**src/rtl/axis_demux.sv**
```systemverilog
// Purpose: AXI-Stream packet demux; routes whole packets to one of NUM_SINKS sinks by the tuser dest field of the head beat, drops and counts bad dests.
// Latency: one registered output stage, beat accepted at cycle N is presented at N+1, full throughput back-to-back.
// Backpressure: s_tready = !held || selected sink ready (all sinks for broadcast); always ready while dropping. Optional AXIS_DEMUX_BROADCAST_EN.
module axis_demux #(
  parameter int DATA_WIDTH = 32,
  parameter int USER_WIDTH = 8,
  parameter int NUM_SINKS  = 2,
  parameter int DEST_LSB   = 0
) (
  input  logic                  clk,
  input  logic                  rst,
  input  logic                  s_tvalid,
  output logic                  s_tready,
  input  logic                  s_tlast,
  input  logic [USER_WIDTH-1:0] s_tuser,
  input  logic [DATA_WIDTH-1:0] s_tdata,
  output logic [NUM_SINKS-1:0]  m_tvalid,
  input  logic [NUM_SINKS-1:0]  m_tready,
  output logic                  m_tlast,
  output logic [USER_WIDTH-1:0] m_tuser,
  output logic [DATA_WIDTH-1:0] m_tdata,
  output logic                  drop_pulse,
  output logic [15:0]           drop_count
);

  localparam int DEST_W = $clog2(NUM_SINKS + 1);
  localparam logic [DEST_W-1:0] NUM_SINKS_CODE = DEST_W'(NUM_SINKS);
  localparam logic [DEST_W-1:0] BCAST_CODE = '1;

  typedef enum logic [1:0] {HEAD, FWD, DROP} state_t;

  state_t state, stateNext;

  // Latched destination of the packet currently being forwarded.
  logic [DEST_W-1:0] pktDest;
  logic              pktBcast;

  // Single-entry output register; destination travels with the beat.
  logic                  outValid;
  logic [DEST_W-1:0]     outDest;
  logic                  outBcast;
  logic [DATA_WIDTH-1:0] outData;
  logic [USER_WIDTH-1:0] outUser;
  logic                  outLast;

  logic [DEST_W-1:0] headDest;
  logic              headValid;
  logic              headBcast;
  logic              selReady;
  logic              outLeave;
  logic              sReady;
  logic              accept;
  logic              load;
  logic [DEST_W-1:0] loadDest;
  logic              loadBcast;
  logic              dropEvent;

  assign headDest = s_tuser[DEST_LSB +: DEST_W];

  // Classify the destination code carried on a would-be head beat.
  always_comb begin
    headBcast = 1'b0;
`ifdef AXIS_DEMUX_BROADCAST_EN
    headBcast = (headDest == BCAST_CODE);
`endif
    headValid = (headDest < NUM_SINKS_CODE) || headBcast;
  end

  // Decide whether the held beat drains this cycle (only its own sink's ready matters).
  always_comb begin
    selReady = 1'b0;
    for (int k = 0; k < NUM_SINKS; k++) begin
      if (outDest == DEST_W'(k)) selReady = m_tready[k];
    end
    outLeave = outValid && (outBcast ? (&m_tready) : selReady);
  end

  // Next-state, input handshake and load/drop decisions.
  always_comb begin
    stateNext = state;
    sReady    = !outValid || outLeave;
    if (state == DROP) sReady = 1'b1;
    accept    = s_tvalid && sReady;
    load      = 1'b0;
    loadDest  = pktDest;
    loadBcast = pktBcast;
    dropEvent = 1'b0;
    case (state)
      HEAD: begin
        if (accept) begin
          if (headValid) begin
            load      = 1'b1;
            loadDest  = headDest;
            loadBcast = headBcast;
            stateNext = s_tlast ? HEAD : FWD;
          end else if (s_tlast) begin
            dropEvent = 1'b1;
          end else begin
            stateNext = DROP;
          end
        end
      end
      FWD: begin
        if (accept) begin
          load = 1'b1;
          if (s_tlast) stateNext = HEAD;
        end
      end
      DROP: begin
        if (accept && s_tlast) begin
          dropEvent = 1'b1;
          stateNext = HEAD;
        end
      end
      default: stateNext = HEAD;
    endcase
  end

  // State register.
  always_ff @(posedge clk) begin
    if (rst) state <= HEAD;
    else     state <= stateNext;
  end

  // Packet routing context, refreshed on every forwarded beat.
  always_ff @(posedge clk) begin
    if (rst) begin
      pktDest  <= '0;
      pktBcast <= 1'b0;
    end else if (load) begin
      pktDest  <= loadDest;
      pktBcast <= loadBcast;
    end
  end

  // Output register: load wins over drain so a new beat can replace a leaving one.
  always_ff @(posedge clk) begin
    if (rst) begin
      outValid <= 1'b0;
      outDest  <= '0;
      outBcast <= 1'b0;
      outData  <= '0;
      outUser  <= '0;
      outLast  <= 1'b0;
    end else if (load) begin
      outValid <= 1'b1;
      outDest  <= loadDest;
      outBcast <= loadBcast;
      outData  <= s_tdata;
      outUser  <= s_tuser;
      outLast  <= s_tlast;
    end else if (outLeave) begin
      outValid <= 1'b0;
    end
  end

  // Drop pulse and saturating drop counter.
  always_ff @(posedge clk) begin
    if (rst) begin
      drop_pulse <= 1'b0;
      drop_count <= '0;
    end else begin
      drop_pulse <= dropEvent;
      if (dropEvent && (drop_count != 16'hFFFF)) drop_count <= drop_count + 16'd1;
    end
  end

  // Per-sink valid decode of the held beat.
  always_comb begin
    m_tvalid = '0;
    for (int k = 0; k < NUM_SINKS; k++) begin
      m_tvalid[k] = outValid && (outBcast || (outDest == DEST_W'(k)));
    end
  end

  assign s_tready = sReady;
  assign m_tdata  = outData;
  assign m_tuser  = outUser;
  assign m_tlast  = outLast;

endmodule
```
**config.mk**
```make
export PLATFORM = sky130hd
export DESIGN_NAME = axis_demux
export DESIGN_NICKNAME = d
export VERILOG_FILES = /design/src/rtl/axis_demux.sv
export SDC_FILE = /design/constraint.sdc
export NUM_CORES = 1
export LEC_CHECK = 0
export ABC_AREA = 1
export CAP_MARGIN = 10
export CORE_MARGIN = 8
export CORE_UTILIZATION = 40
export DETAILED_ROUTE_END_ITERATION = 8
export PLACE_DENSITY = 0.77
export SYNTH_ARGS = -nofsm -noshare
export SYNTH_HDL_FRONTEND = slang
export SYNTH_SLANG_ARGS = --single-unit
```
**constraint.sdc**
```tcl
create_clock -name clk -period 1.8 [get_ports clk]
set_input_delay 0.36 -clock clk [delete_from_list [all_inputs] [get_ports clk]]
set_output_delay 0.36 -clock clk [all_outputs]
set_load 0.05 [all_outputs]
```
==> run metrics, run 1 <==
final hold slack 0.442 ns; Hold Crit Start m_tdata[13]; status completed; Worst setup EP type output pin; gr usage total 15.1%; antenna cells 0; GPL Wtd Cong 0.847; Cell Area, Synth 2800 um^2; Area contributors post-synth dfxtp_1, a21oi_1, inv_1, o21ai_0, nand2_1; unrepaired setup endpoints after global routing no; commonest non-fill, non-tap cell in the layout buf_4; Final min period 1.70 ns; clock-pin slew on the worst setup and hold paths 0.08 ns; Filler cells 591; Syn Area/Cell 7.43 um^2; Reg area 1280 um^2; vias per cell 4.79; CTS Buf Count 9; global-route wire length before repair 12.2 mm; min-delay worst type register to register; sequential area share after synthesis 45.0%; Synth Instances 377; CTS Hold Buffers Added 0; total I/O pin count 107; P&R area growth vs syn 49.1%; Synth Net Count 424; # clock sinks 63; CP Max Fanout 4; Die X 99.7 um; Fmax 0.588 GHz; Post-CTS Setup Bufs 0; Die Area 9940 um^2; layout cells sized above 1 22.8%; Worst Max-Slew Pin Slew 0.437 ns; root buf cell clkbuf_8; startpoint types register; hpwl dp 5.70 mm; clk_skew 0.0105 ns; FP Rows 30; Hold Vio Cnt, Final 0; Core Area 6790 um^2; crit share post-route 94.5%; power density over the cells 866 nW/um^2; CTS tree built; leakage 1.82 nW; PostCTS Resize Cnt 0; max cap viols 0; Final nets 542; Final ANT Viol Nets 0; Initial Util 41.2%; DR vias 2,855; Worst-Skew Late Latency 0.33 ns; Final Non-Filler Cells 596; initial DRC count 140; CP Data Required Time 1.44 ns; r2r startpoint drop_count[0]; drt drc 0; largest area contributor in the netlist dfxtp_1; First-pass DRT Iterations 4; Die Span Y 99.7 um; number of H-tree levels 3; setup violators final 0; Routed WL 7.63 mm; Yosys reg bits 63; placed insts 577; Worst Setup SP outDest[1]; WL per Instance 12.8 um; Remaining Overflow, GRT 0; area share of the largest cell type after synthesis 45.0%; Port-buffer cells 106; Distinct cells, synth 31; area of the multi-input gates 1200 um^2; most frequent cells in the layout buf_4, inv_1, a21oi_1; Slew HR 70.8%; Syn. warnings 0; clock tree buffer depth 2; vias in the first global route 2,655; antenna violations before repair 0; Worst VDD drop 0.542 mV; fin. max-slew vios 0; critical path class register to output pin; pin count of the biggest net entering global routing 73; CP Data Arrival Time 1.34 ns
==> registers in the layout, indices dropped and copies added, names as in the netlist <==
signal	count
m_tdata	32
drop_count	16
m_tuser	8
outDest	2
state	2
drop_pulse	1
m_tlast	1
outValid	1
==> worst max-delay path: stages, from the launching register on <==
cell and delay [ns]:
dfxtp_1 0.40, inv_1 0.08, nand3_1 0.10, nand4_2 0.12, buf_4 0.16, buf_12 0.14
==> power breakdown <==
group,switching [mW],internal [mW],total (mW)
logic,0.538,0.306,0.844
clock network,0.556,0.678,1.23
registers,0.0510,1.49,1.54
==> area by class of cell <==
class | instances | share of cell area (%)
Clock buffer | 11 | 3.38
Clock inverter | 5 | 1.38
Inverter | 65 | 5.84
Multi-Input combinational cell | 230 | 28.8
Sequential cell | 63 | 30.5
Tap cell | 96 | 2.88
Timing Repair Buffer | 126 | 27.1
==> cell usage after synthesis (all sizes together) <==
master	count
a211oi	1
o21ai	57
nand4	6
inv	65
nor3	7
nand3b	4
buf	12
nand3	26
and2	2
ha	1
nor3b	1
dfxtp	63
a21oi	60
nand2	38
xor2	5
clkbuf	7
xnor2	3
nor2	19
==> worst paths after layout <==
kind	endpoint	slack (ns)	cells after the start
max	s_tready	0.1	5
min	m_tdata[13]	0.44	2
max reg2reg	drop_count[10]	0.15	8
min reg2reg	m_tdata[13]	0.44	2
==> layer usage <==
layer / wire length [um] / global-route usage [%]
met1: 3190 / 16.2
met2: 3490 / 23.9
met3: 857 / 8.24
met4: 91 / 6.98
met5: 0 / 0
==> stage by stage <==
stage / power (mW) / instance area, um^2 / utilization, % / worst slack (ns) / setup TNS (ns)
floorplan: 2.09 / 2820 / - / -0.00899 / -0.00899
global placement: 2.41 / 3960 / 58.2 / -0.0509 / -0.124
detailed placement: 2.42 / 3960 / 58.2 / -0.0789 / -1.76
CTS: 3.67 / 4160 / 61.2 / 0.0717 / 0
global route: 3.79 / 4180 / 61.5 / 0.00873 / 0
finish: 3.62 / 4180 / 61.5 / 0.0993 / 0
==> kinds of logic after synthesis <==
| logic type | after synthesis | share of synthesized area [%] |
|---|---|---|
| xor gates and xnor gates | 8 | 2.50 |
| adders and majority gates | 1 | 0.447 |
| and+or+nand+nor | 103 | 18.6 |
| buffers and inverters | 84 | 12.1 |
| AOI/OAI and AO/OA | 118 | 21.3 |
| DFF | 63 | 45.0 |
(Power assumes the default switching activity.)
==> inputs of run 2 (changes only) <==
==> constraint.sdc (replaced) <==
create_clock -name clk -period 2.1 [get_ports clk]
set_input_delay 0.42 -clock clk [delete_from_list [all_inputs] [get_ports clk]]
set_output_delay 0.42 -clock clk [all_outputs]
set_load 0.05 [all_outputs]
==> run metrics, run 2 (synthesis results as in run 1) <==
Worst-Skew Late Latency 0.34 ns; min-delay worst type register to register; Fmax 0.488 GHz; startpoint types register; CTS tree built; R2R depth 8; Final nets 532; vias per cell 4.74; Worst Path Buf+Inv 1; Die X 99.7 um; WP depth 1; CTS Hold Buffers Added 0; Worst Max-Slew Pin Slew 0.541 ns; setup violators final 0; Reg2Reg Setup Slack 0.29 ns; pin count of the biggest net entering global routing 84; Worst Setup SP drop_count[3]; CP Max Fanout 5; gr usage total 15.5%; Core Area 6790 um^2; Final Non-Filler Cells 586; WL per Instance 12.9 um; setup_tns 0 ns; most frequent cells in the layout clkdlybuf4s50_1, inv_1, dfxtp_1; CTS Buf Count 9; Routed WL 7.58 mm; crit share post-route 97.5%; final hold slack 0.441 ns; total I/O pin count 107; vias in the first global route 2,689; clock tree buffer depth 2; Initial Util 41.2%; Port-buffer cells 106; power density over the cells 744 nW/um^2; Post-CTS Setup Bufs 0; Remaining Overflow, GRT 0; # clock sinks 63; First-pass DRT Iterations 4; FF-to-FF End drop_count[4]; Total Power 3.11 mW; hpwl dp 5.54 mm; CP Data Arrival Time 1.63 ns; antenna cells 0; initial DRC count 69; GPL Wtd Cong 0.833; Worst setup EP type output pin; global-route wire length before repair 12.3 mm; Worst VDD drop 0.507 mV; antenna violations before repair 0; CP max stage cell clkdlybuf4s50_1; unrepaired setup endpoints after global routing no; Hold Vio Cnt, Final 0; critical path class register to output pin; final instance area 4180 um^2; Slew HR 63.8%; Largest register FFs 32; Die Area 9940 um^2; Setup crit end drop_count[3]; Cell Chain, Critical Path clkdlybuf4s50_1; P&R area growth vs syn 49.2%; DR vias 2,778; root buf cell clkbuf_8; drt drc 0; status completed; Worst path max stage delay 0.85 ns; max cap viols 0; FP Rows 30; commonest non-fill, non-tap cell in the layout clkdlybuf4s50_1; Final min period 2.05 ns; clock-pin slew on the worst setup and hold paths 0.07 ns; r2r startpoint drop_count[0]; PostCTS Resize Cnt 0; leakage 1.73 nW; fin. max-slew vios 0; number of H-tree levels 3; CP top delay family buffers and inverters; placed inst area 3970 um^2; clk_skew 0.00623 ns; Final ANT Viol Nets 0; Die Span Y 99.7 um; placed insts 570; layout cells sized above 1 8.16%; CP Data Required Time 1.68 ns
run 2: cell type report:
type | instances | area, um^2
clock inverters | 5 | 56.3
multi-input cells | 230 | 1200
fillers | 607 | 2620
inverters | 65 | 244
repair buffers | 116 | 1160
clock buffers | 11 | 141
flip-flops and latches | 63 | 1260
well taps | 96 | 120
run 2: worst min path at each step:
stage / startpoint / endpoint / cells past startpoint
2_1_floorplan: outDest[1] / outDest[1] / 2
3_3_place_gp: m_tdata[21] / m_tdata[21] / 2
3_5_place_dp: m_tdata[7] / m_tdata[7] / 2
4_1_cts: m_tlast / m_tlast / 2
5_1_grt: m_tdata[25] / m_tdata[25] / 2
6_report: m_tlast / m_tlast / 2
run 2: power breakdown:
group / total (mW) / switching (mW) / internal (mW) / leakage (nW)
combinational: 0.733 / 0.461 / 0.273 / 1.11
sequential: 1.32 / 0.0427 / 1.28 / 0.516
clock: 1.06 / 0.476 / 0.581 / 0.0997
run 2: metrics by stage:
| step | setup WS (ns) | utilization, % |
|---|---|---|
| CTS | 0.0291 | 61.4 |
| detailed placement | 0.168 | 58.5 |
| finish | 0.0520 | 61.5 |
| global route | 0.00996 | 61.5 |
| global placement | 0.228 | 58.5 |
| floorplan | 0.0575 | - |
run 2: per-layer routing:
layer	track usage (%)	part of all wire, %
met5	0	0
met1	15.7	42
met2	25.2	46
met3	9.29	11
met4	6.29	1.3
==> inputs of run 3 (changes only) <==
--- a/config.mk
+++ b/config.mk
@@ -7,10 +7,9 @@
 export LEC_CHECK = 0
 export ABC_AREA = 1
 export CAP_MARGIN = 10
-export CORE_MARGIN = 8
 export CORE_UTILIZATION = 40
 export DETAILED_ROUTE_END_ITERATION = 8
-export PLACE_DENSITY = 0.77
+export PLACE_DENSITY_LB_ADDON = 0.3
 export SYNTH_ARGS = -nofsm -noshare
 export SYNTH_HDL_FRONTEND = slang
 export SYNTH_SLANG_ARGS = --single-unit
==> run metrics, run 3 (synthesis results as in run 1) <==
status completed; clk_skew 0.00603 ns; Routed WL 6.71 mm; power share of the clock group 30.2%; Worst VDD drop 0.481 mV; Fmax 0.488 GHz; Die Area 7340 um^2; DR vias 2,786; WL per Instance 11.4 um; Remaining Overflow, GRT 0; CTS Buf Count 9; Cell Chain, Critical Path clkdlybuf4s50_1; root buf cell clkbuf_8; power density over the cells 702 nW/um^2; hpwl dp 4.89 mm; Flop pwr share 44.9%; critical path class register to output pin; Initial Util 41.2%; vias per cell 4.73; Worst-Skew Late Latency 0.34 ns; Worst setup EP type output pin; setup violators final 0; Final ANT Viol Nets 0; leakage 1.72 nW; Slew HR 64.1%; Final nets 535; drt drc 0; combinational power share 24.9%; Worst path max stage delay 0.85 ns; Worst Max-Slew Pin Slew 0.537 ns; Post-CTS Setup Bufs 0; clock tree buffer depth 2; CP max stage cell clkdlybuf4s50_1; setup_tns 0 ns; CP Max Fanout 6; CP top delay family buffers and inverters; sw frac 33.0%; antenna violations before repair 0; unrepaired setup endpoints after global routing no; Final min period 2.05 ns; number of H-tree levels 3; commonest non-fill, non-tap cell in the layout clkdlybuf4s50_1; vias in the first global route 2,569; startpoint types register; CTS tree built; global-route wire length before repair 11.2 mm; Core Area 6790 um^2; Port-buffer cells 106; Power Internal 1.97 mW; antenna cells 0; crit share post-route 97.5%; clock-pin slew on the worst setup and hold paths 0.07 ns; Die Span Y 85.7 um; CP Data Required Time 1.68 ns; post-layout util 61.6%; gr usage total 19.4%; P&R area growth vs syn 49.5%; # clock sinks 63; Largest register FFs 32; min-delay worst type register to register; P_sw 0.969 mW; total I/O pin count 107; max cap viols 0; pin count of the biggest net entering global routing 65; fin. max-slew vios 0; FP Rows 30; layout cells sized above 1 8.32%; Worst Path Buf+Inv 1; most frequent cells in the layout clkdlybuf4s50_1, inv_1, dfxtp_1; Die X 85.7 um; CP Data Arrival Time 1.63 ns; initial DRC count 100; Hold Vio Cnt, Final 0; GPL Wtd Cong 0.832; First-pass DRT Iterations 4
==> run 3: final timing paths <==
kind         cells after the start      startpoint  slack, ns             end
max                              1  drop_count[12]       0.05  drop_count[12]
min reg2reg                      2      m_tdata[9]       0.44      m_tdata[9]
min                              2      m_tdata[9]       0.44      m_tdata[9]
max reg2reg                      8   drop_count[1]       0.30   drop_count[2]
==> run 3: final cells by class <==
| class | instances | area, um^2 |
|---|---|---|
| flip-flops and latches | 63 | 1260 |
| clock buffers | 9 | 124 |
| well taps | 96 | 120 |
| repair buffers | 119 | 1200 |
| multi-input cells | 230 | 1200 |
| fillers | 626 | 2610 |
| inverters | 65 | 244 |
| clock inverters | 7 | 40.0 |
==> run 3: power by group through the flow <==
stage	clock (mW)	combinational, mW	sequential [mW]
global route	0.975	0.786	1.33
floorplan	0	0.188	1.60
detailed placement	0	0.736	1.34
global placement	0	0.728	1.34
CTS	0.913	0.739	1.32
finish	0.887	0.733	1.32
==> run 3: routing by layer <==
layer / vias up / GRT usage (%) / part of all wire (%)
met4: 0 / 7.27 / 1.5
met5: - / 0 / 0
met2: 77 / 32.8 / 47
met3: 12 / 8.18 / 8.0
li1: 1452 / - / -
met1: 1245 / 21.8 / 43
==> run 3: per-stage QoR <==
stage               instances  hold WS (ns)  instance area [um^2]  worst slack [ns]  power, mW
CTS                       589         0.444                  4180            0.0325       2.97
finish                    589         0.440                  4190            0.0529       2.94
detailed placement        573         0.435                  4010             0.180       2.08
global placement          573         0.429                  4010             0.206       2.07
global route              589         0.460                  4190           0.00735       3.09
floorplan                 377         0.461                  2800            0.0575       1.79
==> run 3: what timing repair did <==
item | CTS | global route
gates resized for setup | 0 | 4
hold buffers | 0 | 0
setup endpoints to repair | 0 | 4
